<file path="src/rtl/control_unit_pkg.sv">
// Shared definitions for the Mini SRC control sequencer: opcodes, FSM states,
// opcode classes and the bundle of datapath strobes.
package control_unit_pkg;

  localparam logic [4:0] OP_LD   = 5'b00000, OP_LDI  = 5'b00001, OP_ST   = 5'b00010;
  localparam logic [4:0] OP_ADD  = 5'b00011, OP_SUB  = 5'b00100, OP_AND  = 5'b00101;
  localparam logic [4:0] OP_OR   = 5'b00110, OP_ROR  = 5'b00111, OP_ROL  = 5'b01000;
  localparam logic [4:0] OP_SHR  = 5'b01001, OP_SHRA = 5'b01010, OP_SHL  = 5'b01011;
  localparam logic [4:0] OP_ADDI = 5'b01100, OP_ANDI = 5'b01101, OP_ORI  = 5'b01110;
  localparam logic [4:0] OP_DIV  = 5'b01111, OP_MUL  = 5'b10000, OP_NEG  = 5'b10001;
  localparam logic [4:0] OP_NOT  = 5'b10010, OP_BR   = 5'b10011, OP_JR   = 5'b10100;
  localparam logic [4:0] OP_JAL  = 5'b10101, OP_IN   = 5'b10110, OP_OUT  = 5'b10111;
  localparam logic [4:0] OP_MFHI = 5'b11000, OP_MFLO = 5'b11001, OP_NOP  = 5'b11010;
  localparam logic [4:0] OP_HALT = 5'b11011;

  typedef enum logic [2:0] {S_F0, S_F1, S_MW, S_F2, S_EX, S_HALT} state_e;

  typedef enum logic [4:0] {
    C_ALU_R, C_ALU_I, C_UNARY, C_MULDIV, C_LD, C_LDI, C_ST, C_BR, C_JR,
    C_JAL, C_IN, C_OUT, C_MFHI, C_MFLO, C_NOP, C_HALT, C_ILL
  } op_class_e;

  typedef struct packed {
    logic pc_in, ir_in, y_in, z_in, hi_in, lo_in, mar_in, mdr_in, read, outport_in;
    logic pc_out, zhigh_out, zlow_out, hi_out, lo_out, mdr_out, inport_out, c_out;
    logic ram_read, ram_write, gra, grb, grc, rin, rout, baout, con_in, inc_pc;
  } strobes_t;

endpackage

</file>
<file path="src/rtl/control_unit_decode.sv">
// Combinational opcode classifier: instruction class plus index of its last EX step.
module opcode_class_decode
  import control_unit_pkg::*;
(
  input  logic [4:0] opcode,
  output op_class_e  op_class,
  output logic [2:0] last_step
);

  always_comb begin
    op_class  = C_ILL;
    last_step = 3'd0;
    case (opcode)
      OP_ADD, OP_SUB, OP_AND, OP_OR, OP_ROR, OP_ROL, OP_SHR, OP_SHRA, OP_SHL: begin
        op_class = C_ALU_R; last_step = 3'd2;
      end
      OP_ADDI, OP_ANDI, OP_ORI: begin op_class = C_ALU_I;  last_step = 3'd2; end
      OP_NEG, OP_NOT:           begin op_class = C_UNARY;  last_step = 3'd1; end
      OP_MUL, OP_DIV:           begin op_class = C_MULDIV; last_step = 3'd3; end
      OP_LD:                    begin op_class = C_LD;     last_step = 3'd4; end
      OP_LDI:                   begin op_class = C_LDI;    last_step = 3'd2; end
      OP_ST:                    begin op_class = C_ST;     last_step = 3'd4; end
      OP_BR:                    begin op_class = C_BR;     last_step = 3'd3; end
      OP_JR:                    op_class = C_JR;
      OP_JAL:                   begin op_class = C_JAL;    last_step = 3'd1; end
      OP_IN:                    op_class = C_IN;
      OP_OUT:                   op_class = C_OUT;
      OP_MFHI:                  op_class = C_MFHI;
      OP_MFLO:                  op_class = C_MFLO;
      OP_NOP:                   op_class = C_NOP;
      OP_HALT:                  op_class = C_HALT;
      default:                  op_class = C_ILL;
    endcase
  end

endmodule

</file>
<file path="src/rtl/control_unit.sv">
// Multi-cycle Mini SRC control sequencer: fetch, optional memory wait, decode and
// T-step execution, driving the datapath strobes as Moore outputs.
module control_unit
  import control_unit_pkg::*;
#(
  parameter int unsigned MEM_WAIT = 1
) (
  input  logic       clk,
  input  logic       clr,
  input  logic [4:0] opcode,
  input  logic       CON_out,
  input  logic       stop,
  output logic PC_in, IR_in, Y_in, Z_in, HI_in, LO_in, MAR_in, MDR_in, Read, OutPort_in,
  output logic PC_out, Zhigh_out, Zlow_out, HI_out, LO_out, MDR_out, InPort_out, C_out,
  output logic RAM_read, RAM_write,
  output logic Gra, Grb, Grc, Rin, Rout, BAout,
  output logic CON_in,
  output logic IncPC,
  output logic run,
  output logic illegal
);

  localparam logic [1:0] MW_LOAD = 2'(MEM_WAIT);

  state_e     state_q, state_d;
  logic [2:0] step_q, step_d;
  logic [1:0] wait_q, wait_d;
  logic       ret_ex_q, ret_ex_d;
  logic       stop_q, stop_d;
  logic       run_q, run_d;
  op_class_e  op_class;
  logic [2:0] last_step;
  state_e     end_state;
  strobes_t   s;

  opcode_class_decode u_decode (
    .opcode   (opcode),
    .op_class (op_class),
    .last_step(last_step)
  );

  always_comb begin
    state_d   = state_q;
    step_d    = step_q;
    wait_d    = wait_q;
    ret_ex_d  = ret_ex_q;
    stop_d    = stop_q | stop;
    end_state = (stop_q | stop) ? S_HALT : S_F0;
    case (state_q)
      S_F0: state_d = S_F1;
      S_F1: begin
        if (MEM_WAIT == 0) state_d = S_F2;
        else begin state_d = S_MW; wait_d = MW_LOAD; ret_ex_d = 1'b0; end
      end
      S_MW: begin
        // ret_ex_q selects the caller: instruction fetch or ld step 3
        if (wait_q == 2'd1) begin
          state_d = ret_ex_q ? S_EX : S_F2;
          if (ret_ex_q) step_d = step_q + 3'd1;
        end else wait_d = wait_q - 2'd1;
      end
      S_F2: begin
        step_d = '0;
        if (op_class == C_NOP)       state_d = end_state;
        else if (op_class == C_HALT) state_d = S_HALT;
        else                         state_d = S_EX;
      end
      S_EX: begin
        if (step_q == last_step) begin
          state_d = end_state; step_d = '0;
        end else if (op_class == C_LD && step_q == 3'd3 && MEM_WAIT != 0) begin
          state_d = S_MW; wait_d = MW_LOAD; ret_ex_d = 1'b1;
        end else step_d = step_q + 3'd1;
      end
      default: state_d = S_HALT;
    endcase
    run_d = (state_d != S_HALT);
  end

  always_ff @(posedge clk) begin
    if (clr) begin
      state_q <= S_F0; step_q <= '0; wait_q <= '0;
      ret_ex_q <= 1'b0; stop_q <= 1'b0; run_q <= 1'b1;
    end else begin
      state_q <= state_d; step_q <= step_d; wait_q <= wait_d;
      ret_ex_q <= ret_ex_d; stop_q <= stop_d; run_q <= run_d;
    end
  end

  always_comb begin
    s = '0;
    illegal = 1'b0;
    if (!clr) begin
      case (state_q)
        S_F0: begin s.pc_out = 1'b1; s.mar_in = 1'b1; s.inc_pc = 1'b1; s.z_in = 1'b1; end
        S_F1: begin
          s.zlow_out = 1'b1; s.pc_in = 1'b1; s.ram_read = 1'b1;
          if (MEM_WAIT == 0) begin s.read = 1'b1; s.mdr_in = 1'b1; end
        end
        S_MW: begin
          s.ram_read = 1'b1;
          if (wait_q == 2'd1) begin s.read = 1'b1; s.mdr_in = 1'b1; end
        end
        S_F2: begin s.mdr_out = 1'b1; s.ir_in = 1'b1; end
        S_EX: begin
          case (op_class)
            C_ALU_R, C_ALU_I: case (step_q)
              3'd0: begin s.grb = 1'b1; s.rout = 1'b1; s.y_in = 1'b1; end
              3'd1: begin
                if (op_class == C_ALU_I) s.c_out = 1'b1;
                else begin s.grc = 1'b1; s.rout = 1'b1; end
                s.z_in = 1'b1;
              end
              3'd2: begin s.zlow_out = 1'b1; s.gra = 1'b1; s.rin = 1'b1; end
              default: ;
            endcase
            C_UNARY: case (step_q)
              3'd0: begin s.grb = 1'b1; s.rout = 1'b1; s.z_in = 1'b1; end
              3'd1: begin s.zlow_out = 1'b1; s.gra = 1'b1; s.rin = 1'b1; end
              default: ;
            endcase
            C_MULDIV: case (step_q)
              3'd0: begin s.gra = 1'b1; s.rout = 1'b1; s.y_in = 1'b1; end
              3'd1: begin s.grb = 1'b1; s.rout = 1'b1; s.z_in = 1'b1; end
              3'd2: begin s.zlow_out = 1'b1; s.lo_in = 1'b1; end
              3'd3: begin s.zhigh_out = 1'b1; s.hi_in = 1'b1; end
              default: ;
            endcase
            C_LD, C_LDI, C_ST: case (step_q)
              3'd0: begin s.grb = 1'b1; s.baout = 1'b1; s.y_in = 1'b1; end
              3'd1: begin s.c_out = 1'b1; s.z_in = 1'b1; end
              3'd2: begin
                s.zlow_out = 1'b1;
                if (op_class == C_LDI) begin s.gra = 1'b1; s.rin = 1'b1; end
                else s.mar_in = 1'b1;
              end
              3'd3: begin
                if (op_class == C_LD) begin
                  s.ram_read = 1'b1;
                  if (MEM_WAIT == 0) begin s.read = 1'b1; s.mdr_in = 1'b1; end
                end else if (op_class == C_ST) begin
                  s.gra = 1'b1; s.rout = 1'b1; s.mdr_in = 1'b1;
                end
              end
              3'd4: begin
                if (op_class == C_LD) begin s.mdr_out = 1'b1; s.gra = 1'b1; s.rin = 1'b1; end
                else if (op_class == C_ST) s.ram_write = 1'b1;
              end
              default: ;
            endcase
            C_BR: case (step_q)
              3'd0: begin s.gra = 1'b1; s.rout = 1'b1; s.con_in = 1'b1; end
              3'd1: begin s.pc_out = 1'b1; s.y_in = 1'b1; end
              3'd2: begin s.c_out = 1'b1; s.z_in = 1'b1; end
              3'd3: begin s.zlow_out = 1'b1; s.pc_in = CON_out; end
              default: ;
            endcase
            C_JR:   begin s.gra = 1'b1; s.rout = 1'b1; s.pc_in = 1'b1; end
            C_JAL: begin
              if (step_q == 3'd0) begin s.pc_out = 1'b1; s.grb = 1'b1; s.rin = 1'b1; end
              else begin s.gra = 1'b1; s.rout = 1'b1; s.pc_in = 1'b1; end
            end
            C_IN:   begin s.inport_out = 1'b1; s.gra = 1'b1; s.rin = 1'b1; end
            C_OUT:  begin s.gra = 1'b1; s.rout = 1'b1; s.outport_in = 1'b1; end
            C_MFHI: begin s.hi_out = 1'b1; s.gra = 1'b1; s.rin = 1'b1; end
            C_MFLO: begin s.lo_out = 1'b1; s.gra = 1'b1; s.rin = 1'b1; end
            C_ILL:  illegal = (step_q == 3'd0);
            default: ;
          endcase
        end
        default: ;
      endcase
    end
  end

  assign run = run_q;
  assign {PC_in, IR_in, Y_in, Z_in, HI_in, LO_in, MAR_in, MDR_in, Read, OutPort_in} =
         {s.pc_in, s.ir_in, s.y_in, s.z_in, s.hi_in, s.lo_in, s.mar_in, s.mdr_in, s.read, s.outport_in};
  assign {PC_out, Zhigh_out, Zlow_out, HI_out, LO_out, MDR_out, InPort_out, C_out} =
         {s.pc_out, s.zhigh_out, s.zlow_out, s.hi_out, s.lo_out, s.mdr_out, s.inport_out, s.c_out};
  assign {RAM_read, RAM_write, Gra, Grb, Grc, Rin, Rout, BAout, CON_in, IncPC} =
         {s.ram_read, s.ram_write, s.gra, s.grb, s.grc, s.rin, s.rout, s.baout, s.con_in, s.inc_pc};

endmodule
</file>
<file path="config.mk">
export PLATFORM = sky130hd
export DESIGN_NAME = control_unit
export DESIGN_NICKNAME = d
export VERILOG_FILES = /design/src/rtl/control_unit_pkg.sv /design/src/rtl/control_unit_decode.sv /design/src/rtl/control_unit.sv
export SDC_FILE = /design/constraint.sdc
export NUM_CORES = 1
export LEC_CHECK = 0
export CAP_MARGIN = 20
export CORE_ASPECT_RATIO = 0.75
export CORE_MARGIN = 10
export CORE_UTILIZATION = 54
export DETAILED_ROUTE_END_ITERATION = 8
export GPL_TIMING_DRIVEN = 0
export PLACE_DENSITY = 0.87
export SYNTH_ARGS = -nofsm -noshare
export SYNTH_HDL_FRONTEND = slang
export SYNTH_SLANG_ARGS = --single-unit
</file>
<file path="constraint.sdc">
create_clock -name clk -period 4.3 [get_ports clk]
set_input_delay 1.075 -clock clk [delete_from_list [all_inputs] [get_ports clk]]
set_output_delay 1.075 -clock clk [all_outputs]
set_load 0.05 [all_outputs]
</file>
# Yosys cells after proc, flatten, opt, wreduce, memory -nomap -nowiden
# Cells that the tools add are included.
[totals]
output_inout_bits = 30
elab_cells = 190
inputBits = 9
register_bits = 11
[classes]
eq_ne = 60
n_reduce_logical = 30
bitwise_logic = 1
mux = 91
n_addsub = 2
[ops]
columns = ["operator", "count"]
rows = [
  ["5-bit by 4-bit == test with 1-bit output (second input constant)", 16],
  ["5-bit one-hot mux with 16 select lines", 1],
  ["5-bit == test (second input constant)", 13],
  ["1-bit two-way mux", 42],
  ["5-bit by 3-bit == test with 1-bit output (second input constant)", 8],
  ["3-bit two-way mux", 10],
  ["28-bit two-way mux", 1],
  ["1-bit one-hot mux with 2 select lines", 14],
  ["5-bit by 2-bit == test with 1-bit output (second input constant)", 4],
  ["2-bit two-way mux", 10],
  ["2-bit OR reduction", 9],
  ["1-bit one-hot mux with 3 select lines", 5],
  ["3-bit one-hot mux with 5 select lines", 1],
  ["3-bit OR reduction", 5],
  ["13-bit OR reduction", 1],
  ["3-bit by 2-bit == test with 1-bit output (second input constant)", 4],
  ["1-bit one-hot mux with 6 select lines", 2],
  ["3-bit one-hot mux with 4 select lines", 1],
  ["5-bit by 1-bit == test with 1-bit output (second input constant)", 2],
  ["5-bit logical NOT", 2],
  ["2-bit inequality test (second input constant)", 5],
  ["3-bit one-hot mux with 3 select lines", 1],
  ["9-bit OR reduction", 1],
  ["8-bit two-way mux", 1],
  ["19 further kinds", 25],
]

# Longest topological paths before layout
# Gate-level depths: netlist of run 1.
[logic_depth]
depth_word = 10
mapped_depth = 8
ltp_nobuf = 8

# Hierarchy
# A second synthesis of run 1 with hierarchy kept.
[unflattened]
hier_cells = 248
area_unflattened_um2 = 1722.9
[by_module_without_submodules]
columns = ["module", "area_per_inst_um2", "seq_area_each_um2", "n_inst", "cells_per_inst"]
rows = [
  ["control_unit", 1500.2, 220.2, 1, 216],
  ["opcode_class_decode", 222.7, 0.0, 1, 32],
]

# Least setup slack after synthesis of run 1
# No wires, ideal clock.
[synth_timing]
path_type = "input to output"
start = "input opcode[2]"
end = "output Rout"
stages = 6
setup_slack_ps = -98
arrival_time_ps = 3323
path_buffers = 2
t_required_ps = 3225
cell_sequence = "buf_2 clkbuf_1 o22ai_1 a221oi_1 o211ai_1 a311oi_1"
[synth_between]
elab_chain_len = 10
word_cells_on_any_way = 56
classes_between = "eq/ne: 37; mux: 9; reduce/logical: 10"
[synth_lines]
columns = ["element", "line_no", "rtl"]
rows = [
  ["start: declaration", "control_unit.sv:10", "input logic [4:0] opcode,"],
  ["5-bit by 2-bit == test with 1-bit output, or another cell as far along", "control_unit_decode.sv:13", "case (opcode)"],
  ["9-bit OR reduction, or another cell as far along", "control_unit_decode.sv:13", ""],
  ["5-bit one-hot mux with 16 select lines (*)", "control_unit_decode.sv:13", ""],
  ["5-bit by 3-bit == test with 1-bit output", "control_unit.sv:106, control_unit.sv:141", ""],
  ["1-bit two-way mux", "control_unit.sv:141", "end else if (op_class == C_ST) begin"],
  ["1-bit two-way mux", "control_unit.sv:138", "if (op_class == C_LD) begin"],
  ["1-bit two-way mux", "control_unit.sv:129", "C_LD, C_LDI, C_ST: case (step_q)"],
  ["1-bit one-hot mux with 6 select lines (*)", "control_unit.sv:106", "case (op_class)"],
  ["8-bit two-way mux (*)", "control_unit.sv:94", "case (state_q)"],
  ["28-bit two-way mux (*)", "control_unit.sv:93", "if (!clr) begin"],
  ["end: declaration", "control_unit.sv:16", "output logic Gra, Grb, Grc, Rin, Rout, BAout,"],
]
# Mark *: on every way between the ends. The rest lies on a longest branch, timed or not.

# Worst setup path in the final report of run 1
[layout_timing]
start = "input opcode[4]"
end = "output C_out"
[layout_between]
elab_chain_len = 9
word_cells_on_any_way = 46
classes_between = "eq/ne: 32; mux: 6; reduce/logical: 8"
[layout_lines]
columns = ["element", "line_no", "rtl"]
rows = [
  ["5-bit by 2-bit == test with 1-bit output, or another cell as far along", "control_unit_decode.sv:13", ""],
  ["9-bit OR reduction, or another cell as far along", "control_unit_decode.sv:13", ""],
  ["5-bit one-hot mux with 16 select lines (*)", "control_unit_decode.sv:13", ""],
  ["5-bit by 1-bit == test with 1-bit output", "control_unit.sv:106, control_unit.sv:110", ""],
  ["1-bit two-way mux", "control_unit.sv:110", "if (op_class == C_ALU_I) s.c_out = 1'b1;"],
  ["1-bit two-way mux", "control_unit.sv:107", "C_ALU_R, C_ALU_I: case (step_q)"],
  ["1-bit one-hot mux with 3 select lines (*)", "control_unit.sv:106", ""],
  ["2-bit two-way mux (*)", "control_unit.sv:94", ""],
  ["28-bit two-way mux (*)", "control_unit.sv:93", ""],
  ["end: declaration", "control_unit.sv:14", "output logic PC_out, Zhigh_out, Zlow_out, HI_out, LO_out, MDR_out, InPort_out, C_out,"],
]
# Marks and branches as above.

==> reports/qor.csv, run 1 <==
stage;metric;value;unit
route;vias per inst;6.36;
die;Initial Util;55.9;%
layout;most frequent cells in the layout;30 x nor2_1, 19 x nand2_1, 19 x a21oi_1;
sta;Slew Viols, Final;0;
layout;design area;2020;µm²
layout;fin nets;294;
synth;Post-synth EDFFs;0;
sta;crit share post-route;97.9;%
worst_hold_path;hold_sp;ret_ex_q;
clock_tree;Clock transition at path regs;50;ps
clock_tree;# resized after CTS;31;
sta;Worst Hold Slack;473;ps
clock_tree;Post CTS Setup Buffer Count;0;
pwr;P per Cell Area;276;nW/µm²
sta;Final Hold Fails;0;
outcome;status;finished, final reports clean;
die;io pins;39;
global_routing;largest net degree at the start of global routing;13;
critical_path;Reg2Reg Depth;6;
route;DRC;0;
clock_tree;CTS tree;built;
placement;Final GP Congestion;0.976;
placement;Final HPWL DP;4230;µm
critical_path;Slowest-stage cell, CP;clkdlybuf4s50_1;
clock_tree;clock sink total;11;
layout;Core Util, Final;69.4;%
clock_tree;Root Buffer;clkbuf_8;
layout;most common cell after layout, fill and taps aside;nor2_1;
sta;min Tclk post-route;4210;ps
clock_tree;Skew-Pair Late Insertion Delay;240;ps
synth;Yosys top cell area share;13.5;%
synth;ys async rst share;0;%
critical_path;r2r setup slk;2170;ps
synth;synth warn;0;
global_routing;first-pass GRT wire length;8780;µm
synth;sequential area share after synthesis;13.5;%
global_routing;vias in the first global route;1743;
route;DR vias;2009;
synth;mapped cell area;1630;µm²
die;DIE AREA;5640;µm²
pwr;Power Total;559;µW
pwr;Net Switching;273;µW
sta;worst slew pin tran;654;ps
route;WL per Instance;17.3;µm
die;Die H;67.6;µm
placement;port bufs;34;
layout;layout cells sized above 1;16.2;%
synth;leading post-synthesis cells by cell area;dfxtp_1 14%, nor2_1 6.9%, a21oi_1 5.8%;
critical_path;Worst Setup End Kind;output pin;
critical_path;Worst Path Arrival;3130;ps
global_routing;initial antenna violation count;0;
route;Pre-antenna DRT Iters;5;
critical_path;CP Launch Type;input pin;
pwr;Comb pwr share;58.4;%
layout;Area growth, synth to finish;24.1;%
critical_path;Critical Path RT;3220;ps
worst_hold_path;Min-Delay Path Depth;2;
global_routing;Total GRT Usage;18.6;%
critical_path;crit-path cells;clkdlybuf4s50_1 -> buf_6 -> clkbuf_2 -> nor4_1 -> a31oi_1 -> nor2_1 -> clkdlybuf4s50_1;
global_routing;Overflow after GRT;0;
critical_path;worst-path fanout max;10;
die;row count;17;
pwr;Int Pwr;286;µW
critical_path;reg2reg start;step_q[2];
pwr;share of power burned in registers;22.3;%
clock_tree;clk buf depth;2;
route;Iteration-0 DRC Markers;285;
synth;Net Count, Synth;257;
pwr;VDD IR max;215;µV
flow_run;max-cap violation count;0;
critical_path;kind of critical path;input pin to output pin;
die;CORE AREA;2910;µm²
worst_hold_path;Hold Path Class;flop to flop;
synth;Top FF cell, synth;dfxtp_1;
synth;Synth Area per Inst;6.74;µm²
synth;Yosys top cell by area;dfxtp_1;
clock_tree;TritonCTS buffer count;3;
critical_path;Crit path largest cell delay;810;ps
clock_tree;Clock H-tree levels;1;
critical_path;worst r2r dst;step_q[1];
placement;Placed Area;2020;µm²
sta;Fmax;238;MHz
clock_tree;hold_buf cts;0;
die;Die Width;83.4;µm
pwr;Leak;0.000811;µW
sta;setup violators final;0;
synth;Cell variety after synth;60;
synth;#FFs+latches synth;11;
sta;relative slew slack;56.0;%
pwr;clock share of power;19.3;%
synth;Post-Synthesis Cells;242;
worst_hold_path;Worst Hold Endpoint;ret_ex_q;
pwr;sw frac;48.8;%
sta;Final Skew;1.52;ps
route;final WL;5480;µm
critical_path;CP most frequent cell;clkdlybuf4s50_1;
route;Routed Antenna Nets;0;
layout;# diodes;0;
-- critical path, delay by kind of cell --
family,cells,cell delay [ps]
compound gates,1,60
simple gates,2,400
buf+inv,4,1590
-- how the worst max path moves through the flow --
| stage | startpoint | endpoint | slack, ps |
|---|---|---|---|
| after floorplan | opcode[0] | Grb | 160 |
| after global placement | opcode[4] | Gra | -800 |
| after detailed placement | opcode[4] | Gra | -730 |
| after CTS | opcode[4] | MDR_out | -3 |
| after global routing | opcode[4] | HI_in | -2 |
| final | opcode[4] | C_out | 90 |
-- sequential cells by signal, summed over array words and instances (netlist names) --
name,flops
ret_ex_q,1
run,1
state_q,3
step_q,3
stop_q,1
wait_q,2
-- cell usage after synthesis, types with 2 or more instances --
cell / count
o32ai_1: 3
nor2_1: 30
nand3b_1: 2
or3_1: 4
nor2b_1: 7
a211oi_1: 4
a21o_1: 2
nand3_1: 7
nand2_1: 19
a211oi_2: 2
nor4_1: 2
and2_1: 4
o22ai_1: 3
buf_4: 2
ha_1: 6
o211ai_1: 2
o21ai_0: 13
buf_6: 4
dfxtp_1: 11
xnor2_1: 2
buf_2: 2
nand4_1: 2
nor3_1: 12
nor3b_1: 3
and3_1: 3
inv_1: 12
clkbuf_1: 14
mux2i_1: 2
nand2b_1: 9
a31oi_1: 4
a311oi_1: 2
a22oi_1: 2
a21oi_1: 19
-- cell families (layout without fill, tap and decap cells) --
group / count (synthesis) / in the layout / share of synthesized area [%]
and+or+nand+nor: 112 / 112 / 36.9
AOI/OAI and AO/OA: 71 / 71 / 29.6
buffers and inverters: 34 / 70 / 10.3
DFF: 11 / 11 / 13.5
adders and majority gates: 7 / 7 / 5.22
muxes: 4 / 4 / 2.84
xor gates and xnor gates: 3 / 3 / 1.61
-- layout make-up --
cell class              count  area, µm²
inverters                  12       48.8
clock buffers               3       41.3
multi-input cells         197       1260
flip-flops and latches     11        220
well taps                  38       47.5
fillers                   285        891
repair buffers             34        277
plain buffers              20        119
clock inverters             1       5.00
-- metrics by stage --
step	cells	setup slack, ps	TNS, ps
after floorplan	242	161	0
after global placement	314	-802	-6250
after detailed placement	314	-734	-6170
after CTS	317	-3.23	-3.23
after global routing	316	-2.21	-2.39
final	316	90.3	0
-- per-layer routing --
metal	part of all wire, %	global-route usage [%]
met1	47	26.2
met2	41	26.8
met3	12	6.01
met4	0.46	3.75
met5	0	0
-- power by group through the flow --
stage	combinational [µW]	clock (µW)	sequential, µW
floorplan	240	0	127
global placement	320	0	126
detailed placement	324	0	127
CTS	320	109	125
global route	351	115	127
finish	326	108	125
Power figures use the tool's default switching activity.
==> run 2: changes to the inputs <==
SLEW_MARGIN = 0   (was default)
==> results of run 2 <==
Same layout as run 1: the final DEF is identical, and so are final timing and power.
